--- src/rtl/gtech_seq_pkg.sv ---
// Shared definitions for the GTECH sequential stream blocks: occupancy
// state encoding for the 2-entry skid buffer and default widths.
package gtech_seq_pkg;

    // Buffer occupancy: number of words currently held.
    typedef enum logic [1:0] {
        EMPTY = 2'd0,
        ONE   = 2'd1,
        TWO   = 2'd2
    } occ_state_t;

    localparam int unsigned DEF_W     = 8;
    localparam int unsigned DEF_CNT_W = 16;

endpackage

--- src/rtl/gtech_skid_buf.sv ---
// Two-entry valid/ready skid buffer. in_ready and out_valid are registered
// from the next occupancy, so there is no combinational path from
// out_ready to in_ready. The head register drives out_data directly.
module gtech_skid_buf
    import gtech_seq_pkg::*;
#(
    parameter int unsigned DW = 9
) (
    input  logic          clk,
    input  logic          rst_n,
    input  logic          in_valid,
    output logic          in_ready,
    input  logic [DW-1:0] in_data,
    output logic          out_valid,
    input  logic          out_ready,
    output logic [DW-1:0] out_data
);

    occ_state_t    state;
    occ_state_t    state_nxt;
    logic [DW-1:0] head_q;
    logic [DW-1:0] skid_q;
    logic          in_fire;
    logic          out_fire;

    assign in_fire  = in_valid & in_ready;
    assign out_fire = out_valid & out_ready;
    assign out_data = head_q;

    // Next occupancy from the two handshakes.
    always_comb begin
        state_nxt = state;
        unique case (state)
            EMPTY: begin
                if (in_fire) state_nxt = ONE;
            end
            ONE: begin
                if (in_fire && !out_fire)      state_nxt = TWO;
                else if (!in_fire && out_fire) state_nxt = EMPTY;
            end
            TWO: begin
                if (out_fire) state_nxt = ONE;
            end
            default: state_nxt = EMPTY;
        endcase
    end

    // Occupancy, registered handshake outputs and storage update.
    always_ff @(posedge clk or negedge rst_n) begin
        if (!rst_n) begin
            state     <= EMPTY;
            in_ready  <= 1'b0;
            out_valid <= 1'b0;
            head_q    <= '0;
            skid_q    <= '0;
        end else begin
            state     <= state_nxt;
            in_ready  <= (state_nxt != TWO);
            out_valid <= (state_nxt != EMPTY);
            unique case (state)
                EMPTY: begin
                    if (in_fire) head_q <= in_data;
                end
                ONE: begin
                    // Simultaneous accept and drain replaces the head in place.
                    if (in_fire && out_fire) head_q <= in_data;
                    else if (in_fire)        skid_q <= in_data;
                end
                TWO: begin
                    if (out_fire) head_q <= skid_q;
                end
                default: begin
                    head_q <= head_q;
                end
            endcase
        end
    end

endmodule

--- src/rtl/gtech_or_not_stream.sv ---
// Flow-controlled vector OR-NOT: Z = A | ~B per bit, with a flag and a
// saturating counter for words violating the implication (Z not all-ones).
// Z and the flag are computed on the input side and buffered together.
module gtech_or_not_stream
    import gtech_seq_pkg::*;
#(
    parameter int unsigned W     = DEF_W,
    parameter int unsigned CNT_W = DEF_CNT_W
) (
    input  logic             CLK,
    input  logic             RST_N,
    input  logic             IN_VALID,
    output logic             IN_READY,
    input  logic [W-1:0]     IN_A,
    input  logic [W-1:0]     IN_B,
    output logic             OUT_VALID,
    input  logic             OUT_READY,
    output logic [W-1:0]     OUT_Z,
    output logic             OUT_VIOL,
    input  logic             CNT_CLR,
    output logic [CNT_W-1:0] VIOL_CNT
);

    localparam logic [CNT_W-1:0] CNT_ONE = CNT_W'(1);

    logic [W-1:0] z;
    logic         viol;
    logic         in_fire;
    logic [W:0]   head;

    assign z       = IN_A | ~IN_B;
    assign viol    = ~&z;
    assign in_fire = IN_VALID & IN_READY;

    gtech_skid_buf #(
        .DW (W + 1)
    ) u_skid (
        .clk       (CLK),
        .rst_n     (RST_N),
        .in_valid  (IN_VALID),
        .in_ready  (IN_READY),
        .in_data   ({viol, z}),
        .out_valid (OUT_VALID),
        .out_ready (OUT_READY),
        .out_data  (head)
    );

    assign OUT_Z    = head[W-1:0];
    assign OUT_VIOL = head[W] & OUT_VALID;

    // Saturating violation counter; clear wins over a same-cycle increment.
    always_ff @(posedge CLK or negedge RST_N) begin
        if (!RST_N) begin
            VIOL_CNT <= '0;
        end else if (CNT_CLR) begin
            VIOL_CNT <= '0;
        end else if (in_fire && viol && (VIOL_CNT != '1)) begin
            VIOL_CNT <= VIOL_CNT + CNT_ONE;
        end
    end

endmodule

--- config.mk ---
export PLATFORM = sky130hd
export DESIGN_NAME = gtech_or_not_stream
export DESIGN_NICKNAME = d
export VERILOG_FILES = /design/src/rtl/gtech_seq_pkg.sv /design/src/rtl/gtech_skid_buf.sv /design/src/rtl/gtech_or_not_stream.sv
export SDC_FILE = /design/constraint.sdc
export NUM_CORES = 1
export LEC_CHECK = 0
export ABC_AREA = 1
export BUFFER_PORTS_ARGS = -buffer_cell sky130_fd_sc_hd__buf_4
export CAP_MARGIN = 5
export CORE_MARGIN = 8
export CORE_UTILIZATION = 49
export DETAILED_ROUTE_END_ITERATION = 16
export MAX_ROUTING_LAYER = met4
export PLACE_DENSITY = 0.82
export RECOVER_POWER = 25
export REMOVE_ABC_BUFFERS = 1
export SLEW_MARGIN = 25
export SYNTH_ARGS = -nofsm -noshare
export SYNTH_HDL_FRONTEND = slang
export SYNTH_SLANG_ARGS = --single-unit
--- constraint.sdc ---
create_clock -name CLK -period 1.36 [get_ports CLK]
set_input_delay 0.204 -clock CLK [delete_from_list [all_inputs] [get_ports CLK]]
set_output_delay 0.204 -clock CLK [all_outputs]
set_load 0.02 [all_outputs]
==> Word level (Yosys, flattened, before mapping) <==
Cells that the tools add are included.
{ "word_totals": {"output_inout_bits": 27, "regBits": 38, "wordCells": 46, "input_bits": 21} }
{ "classes": {"n_mux": 11, "n_addsub": 1, "n_reduce_logical": 15, "n_bitwise": 6, "n_eq_ne": 7} }
{ "op_table": {"columns": ["op", "n"], "rows": [
  ["$mux 16", 2],
  ["$mux 9", 3],
  ["$pmux 9 s3", 1],
  ["$add 16x1->16 const B", 1],
  ["$ne 16x16->1 const B", 1],
  ["$mux 2", 4],
  ["$not 8->8", 1],
  ["$or 8x8->8", 1],
  ["$reduce_and 8->1", 1],
  ["$pmux 2 s3", 1],
  ["$logic_and 1x1->1", 5],
  ["$ne 2x1->1 const B", 2],
  ["$ne 2x2->1 const B", 2],
  ["$reduce_and 4->1", 1],
  ["$reduce_bool 2->1", 2],
  ["$and 1x1->1", 3],
  ["$logic_not 1->1", 3],
  ["$reduce_and 3->1", 1],
  ["$reduce_bool 3->1", 1],
  ["$eq 2x1->1 const B", 1],
  ["$eq 2x2->1 const B", 1],
  ["$logic_not 2->1", 1],
  ["$not 1->1", 1]
]} }

==> Depth between registers and ports, before layout <==
Gate-level depths: netlist of the first run.
{ "logic_depth": {"depth_word": 8, "ltp_mapped": 9, "ltp_nobuf": 9} }

==> Cells and area by module <==
From an unflattened synthesis of the first run, not the netlist that was laid out.
{ "hier_totals": {"hier_cells": 304, "hier_area_um2": 2258.4} }
{ "by_module_without_submodules": {"columns": ["mod", "seq_area_each_um2", "cells_per_inst", "area_per_inst_um2", "instances"], "rows": [
  ["gtech_or_not_stream", 400.4, 179, 1184.9, 1],
  ["gtech_skid_buf", 550.5, 125, 1073.5, 1]
]} }

==> Least setup slack after synthesis of the first run <==
Ideal clock, no wire load.
{ "synth_timing": {"kind": "register to register", "start": "reg VIOL_CNT[0]", "end": "reg VIOL_CNT[2]", "path_buffers": 0, "required_time_ns": 1.294, "setup_slack_ns": -0.199, "period_less_slack_ns": 1.559, "path_stages_with_launch": 9, "t_arrival_ns": 1.494, "path_cell_list": "dfrtp_1 -> ha_1 -> nand3_4 -> inv_1 -> nand3_1 -> nor2_1 -> nor2_1 -> nand3_1 -> nand2_1"} }
{ "synth_via": {"elab_chain_len": 3, "word_cells_on_any_way": 6, "classes_between": "1 x add/sub; 1 x eq/ne; 2 x mux; 2 x reduce/logical"} }
{ "synth_lines": {"columns": ["item", "line", "source"], "rows": [
  ["from (decl)", "gtech_or_not_stream.sv:21", "output logic [CNT_W-1:0] VIOL_CNT"],
  ["from (signal assigned)", "gtech_or_not_stream.sv:58", "VIOL_CNT <= VIOL_CNT + CNT_ONE;"],
  ["$add 16x1->16 / $ne 16x16->1 (equally long branches)", "gtech_or_not_stream.sv:58, gtech_or_not_stream.sv:57", null],
  ["$mux 16 / $logic_and 1x1->1 (equally long branches)", "gtech_or_not_stream.sv:57", "end else if (in_fire && viol && (VIOL_CNT != '1)) begin"],
  ["$mux 16 / $reduce_bool 2->1 (equally long branches)", null, null]
]} }
Parallel ways exist; a longest one is shown, timed or not. The select of a mux whose other input is x is not followed.
A chain may end at the register's enable or synchronous reset.

==> Worst setup path after layout of the first run <==
{ "layout_timing": {"start": "reg VIOL_CNT[0]", "end": "reg VIOL_CNT[13]"} }
Same word-level chain as after synthesis.

==> flow_summary.yaml, run 1 <==
hold_path:
  hold_depth: 2
  hp-class: "input pin to flop"
timing:
  rsz0062_at_grt: "true"
  period_needed_ns: 1.40
  slew_violations: 0
  tightest_slew_ns: 0.850
  setup_ws_ns: -0.0411
  final_hold_viol_count: 0
  clock_skew_ns: 0.00395
  holdWs_ns: 0.0911
  setup_tns_ns: -0.0627
  max_freq_mhz: 714
  period_share: 1.03
  slew_headroom: 0.433
  setup_viol: 7
finish:
  layout_common_cells: "96 x nand2_1, 75 x buf_4, 42 x nor2_1"
  final_common_cell: "nand2_1"
  n_antenna_cell: 0
  final_layout_size_suffix_gt1_frac: 0.304
  stdcell_count: 433
  final_area_um2: 2940
  area_growth_pct: 33.3
  nNetsFinal: 402
synth:
  syn_inst: 305
  ys_seq_area_frac: 0.432
  synth_top_family_by_area: "simple AND/OR/NAND/NOR gates"
  syn_area_per_cell_um2: 7.22
  yosysUniqueCellTypes: 24
  synthMuxAreaShare: 0
  synth_xor_area_frac: 0.0199
  yosysWarnings: 0
  synth_fa_ha_area_frac: 0.00568
  synth_area_um2: 2200
  synth-seq-cells: 38
  synth_compound_area_frac: 0.0625
  synth-simple-area-share: 0.376
routing:
  post-route-drc-count: 0
  drt-wirelength-per-cell_um: 13.0
  vias: 2238
  antenna_left: 0
  vias_per_cell: 5.17
  first_iter_violations: 139
  drt-total-wl_mm: 5.62
  first_pass_iters: 5
floorplan:
  start_util: 0.506
  pin_count: 48
  die_w_um: 83.1
  die_area_um2: 6900
  core-area_um2: 4350
  die_h_um: 83.1
  rows: 24
placement:
  post-dp-hpwl_mm: 4.10
  portBuffers: 47
  dp_cells: 419
  placed_cell_area_um2: 2730
  routabilityCongestion: 0.903
worst_setup_path:
  required_ns: 1.59
  cp-end-kind: "flop"
  cp_max_fo: 10
  cp-startpoint: "VIOL_CNT[0]"
  r2r-start: "VIOL_CNT[0]"
  reg2reg_to: "VIOL_CNT[13]"
  slowest_stage: "dfrtp_1"
  reg2reg_slack_ns: -0.04
  r2r_cells: 8
  max_stage_delay_ns: 0.36
  cp-endpoint: "VIOL_CNT[13]"
  cp_data_arrival_time_ns: 1.63
  start_kind: "flop"
  critPathKind: "flop to flop"
  worstPathCellList: "ha_2, nand3_4, nor2_4, nand2_2, nand3_4, buf_8, nand3_1, nand2_1"
  path_common_cell: "nand3_4"
clock_network:
  root_buffer: "clkbuf_8"
  worstSkewPairLatency_ns: 0.29
  cts_buffers: 5
  h-tree-depth: 2
  cts_max_path_buffers: 2
  cts.sinks: 38
  cts_tree: "yes"
  path_clk_slew_ns: 0.07
global_routing:
  grt.total_usage: 0.161
  grt_pass1_wl_mm: 9.19
  grt_max_degree: 39
  grt_pass1_vias: 2089
  grt_antenna_before_repair: 0
  grt_overflow_total: 0
run:
  drv_cap: 0
pwr:
  p_leak_uw: 0.00155
  power.density_nw_per_um2: 1390
  ir_drop_mv: 1.05
status:
  failed_checks: "negative setup slack"
  status: "finished with violations"
[cells in the mapped netlist]
cell	count	area (µm²)
a21oi_1	2	10.0
a31oi_1	18	113
and3_2	1	7.51
buf_2	3	15.0
buf_4	8	60.1
buf_6	1	11.3
buf_8	1	15.0
clkinv_1	2	7.51
dfrtp_1	38	951
ha_1	1	12.5
inv_1	28	105
inv_2	4	15.0
nand2_1	99	372
nand2_2	4	25.0
nand3_1	31	155
nand3_4	2	35.0
nand3b_1	1	7.51
nand4_1	1	6.26
nor2_1	45	169
nor2_2	4	25.0
nor2_4	2	22.5
nor3_1	1	5.00
o21ai_0	3	15.0
xor2_1	5	43.8
[sequential cells by signal, summed over array words and instances (netlist names)]
register          flops
u_skid.out_valid      1
VIOL_CNT             16
u_skid.out_data       9
u_skid.in_ready       1
u_skid.skid_q         9
u_skid.state          2
[report_power, final]
part,switching (µW),internal (µW)
clock network,387,409
registers,173,1430
logic,987,707
[cells by family after synthesis]
kind of cell | count (synthesis)
AOI/OAI and AO/OA | 23
xor gates and xnor gates | 5
adders and majority gates | 1
buffers and inverters | 47
DFF | 38
and+or+nand+nor | 191
[final cells by class]
type                       instances  area, µm²
sequential                        38        953
inverter                          34        128
clock inverter                     1       5.00
timing repair buffer              81        636
fill                             382       1420
tap                               52       65.1
multi-input combinational        220       1060
clock buffer                       7       86.3
[stage by stage]
| stage | setup WS, ns | utilization | power (µW) |
|---|---|---|---|
| finish | -0.0411 | 0.675 | 4090 |
| global route | -0.135 | 0.675 | 4370 |
| detailed placement | -0.197 | 0.627 | 3180 |
| floorplan | -0.228 | - | 2550 |
| global placement | -0.171 | 0.627 | 3140 |
| CTS | 0.000230 | 0.657 | 4010 |
[critical path: cells and delay by family, from the launching register on]
family	cells	cell delay (ns)
simple gates	6	0.62
flops	1	0.36
fa+ha+maj	1	0.21
buf+inv	1	0.14
[worst min path at each step]
stage,startpoint,end
3_5_place_dp,RST_N,VIOL_CNT[3]
5_1_grt,IN_B[7],u_skid.skid_q[7]
6_report,IN_B[4],u_skid.skid_q[4]
3_3_place_gp,RST_N,VIOL_CNT[3]
2_1_floorplan,RST_N,VIOL_CNT[0]
4_1_cts,IN_B[4],u_skid.skid_q[4]
[metal layers]
metal / GRT usage / vias up / wire length (µm)
met5: - / - / 0
met4: 0.0639 / 0 / 130
met3: 0.0391 / 14 / 272
met2: 0.259 / 75 / 2800
met1: 0.188 / 1045 / 2420
li1: - / 1104 / -
[what timing repair did]
item | 4_1_cts | 5_1_grt
hold endpoints to repair | 38 | 0
setup endpoints to repair | 16 | 25
hold buffers | 1 | 0
buffers inserted | 1 | 4
gates cloned | 0 | 0
resized for setup | 7 | 12
pin swaps | 5 | 3
Power figures use the tool's default switching activity.
==> run 2, diff against run 1 <==
--- a/config.mk
+++ b/config.mk
@@ -8,7 +8,6 @@
 export ABC_AREA = 1
 export BUFFER_PORTS_ARGS = -buffer_cell sky130_fd_sc_hd__buf_4
 export CAP_MARGIN = 5
-export CORE_MARGIN = 8
 export CORE_UTILIZATION = 49
 export DETAILED_ROUTE_END_ITERATION = 16
 export MAX_ROUTING_LAYER = met4
==> run 2 against run 1 <==
  * The run still ends with negative setup slack left
  * Critical path depth did not move
  * Highest routed layer unchanged
  * Cell area rose by 0.89%
  * Sequential cell count did not move
  * Worst hold slack improved by 0.0075 ns
  * Sequential share of layout area fell by 0.33 points
  * Setup slack improved by 0.014 ns
  * Power fell by 0.32%
==> flow_summary.yaml, run 2 (same netlist as run 1, synthesis figures left out) <==
status:
  status: "finished with violations"
  failed_checks: "negative setup slack"
clock_network:
  worstSkewPairLatency_ns: 0.29
  h-tree-depth: 2
  cts_tree: "yes"
  cts_buffers: 5
  cts.sinks: 38
  path_clk_slew_ns: 0.08
  root_buffer: "clkbuf_8"
  cts_max_path_buffers: 2
finish:
  layout_common_cells: "97 x nand2_1, 74 x buf_4, 38 x nor2_1"
  area_growth_pct: 34.5
  nNetsFinal: 401
  final_common_cell: "nand2_1"
  n_antenna_cell: 0
  stdcell_count: 431
  largest_reg_flops: 16
  final_layout_size_suffix_gt1_frac: 0.306
  largest-register: "VIOL_CNT"
global_routing:
  grt_pass1_wl_mm: 9.12
  grt_pass1_vias: 2145
  grt.total_usage: 0.243
  grt_overflow_total: 0
  grt_max_degree: 39
  grt_antenna_before_repair: 0
worst_setup_path:
  slowest_stage: "dfrtp_1"
  critPathKind: "flop to flop"
  cp_data_arrival_time_ns: 1.62
  critPathTopFamily: "simple AND/OR/NAND/NOR gates"
  cp_max_fo: 5
  path_common_cell: "nand3_4"
  worstPathCellList: "ha_4, nand3_4, nor2_4, nand2_2, nand3_4, buf_4, nand3_1, nand2_1"
  max_stage_delay_ns: 0.41
  required_ns: 1.59
  cp-end-kind: "flop"
  path_buf_inv: 1
  start_kind: "flop"
timing:
  final_hold_viol_count: 0
  rsz0062_at_grt: "true"
  setup_ws_ns: -0.0272
  period_share: 1.02
  setup_viol: 14
  period_needed_ns: 1.39
  clock_skew_ns: 0.00795
  slew_violations: 0
  holdWs_ns: 0.0987
  slew_headroom: 0.427
  setup_tns_ns: -0.128
  max_freq_mhz: 721
  tightest_slew_ns: 0.859
routing:
  drt-wirelength-per-cell_um: 12.7
  first_pass_iters: 4
  vias_per_cell: 5.20
  post-route-drc-count: 0
  first_iter_violations: 137
  drt-total-wl_mm: 5.47
  vias: 2241
  antenna_left: 0
floorplan:
  die_w_um: 69.1
  pin_count: 48
  die_area_um2: 4770
  core-area_um2: 4320
  start_util: 0.510
  die_h_um: 69.1
  rows: 24
placement:
  portBuffers: 47
  dp_cells: 419
  post-dp-hpwl_mm: 3.85
  dp_worst_setup_slack_ns: -0.226
  routabilityCongestion: 0.881
pwr:
  p_leak_uw: 0.00154
  power.density_nw_per_um2: 1380
  ir_drop_mv: 1.03
  power_uw: 4080
hold_path:
  hp-class: "input pin to flop"
run:
  drv_cap: 0
==> run 2: where the power goes <==
part,internal (µW),leakage [µW],switching (µW)
sequential,1430,0.000447,184
combinational,712,0.00105,1010
clock,353,0.0000383,385
==> run 2: per-stage QoR <==
step | utilization | area, µm²
floorplan | - | 2100
global placement | 0.631 | 2730
detailed placement | 0.631 | 2730
CTS | 0.660 | 2860
global route | 0.685 | 2960
finish | 0.685 | 2960
==> run 2: timing repair <==
action / in CTS / in global routing
buffers inserted: 0 / 4
endpoints found under the setup margin: 16 / 31
pin swaps: 3 / 4
endpoints found under the hold margin: 38 / 0
gates resized for setup: 9 / 20
hold buffers: 1 / 0
==> run 2: final timing paths <==
path | cells past startpoint | slack (ns) | from | endpoint
worst max-delay path | 8 | -0.03 | VIOL_CNT[1] | VIOL_CNT[12]
worst min-delay path | 2 | 0.1 | IN_B[2] | u_skid.skid_q[2]
worst max register to register | 8 | -0.03 | VIOL_CNT[1] | VIOL_CNT[12]
worst min register to register | 2 | 0.54 | u_skid.skid_q[7] | u_skid.out_data[7]
max in group asynchronous | 2 | 0.22 | RST_N | VIOL_CNT[3]
min in group asynchronous | 2 | 0.56 | RST_N | VIOL_CNT[8]
==> run 2: final cells by class <==
class / count / area (µm²)
inverter: 34 / 130
clock buffer: 7 / 76.3
multi-input combinational: 220 / 1110
tap: 52 / 65.1
sequential: 38 / 952
timing repair buffer: 80 / 628
fill: 354 / 1360
==> run 2: worst register-to-register path, cell delays in order (launching register included) <==
cell and delay (ns):
dfrtp_1 0.41, ha_4 0.17, nand3_4 0.12, nor2_4 0.14, nand2_2 0.08, nand3_4 0.10
buf_4 0.15, nand3_1 0.08, nand2_1 0.08
==> run 2: metal layers <==
metal	vias up	share of wire	global-route usage	routed length (µm)
met5	-	0	-	0
met1	1044	0.43	0.269	2330
met3	13	0.052	0.0497	287
met2	77	0.50	0.433	2760
met4	0	0.017	0.0816	91
li1	1107	-	-	-
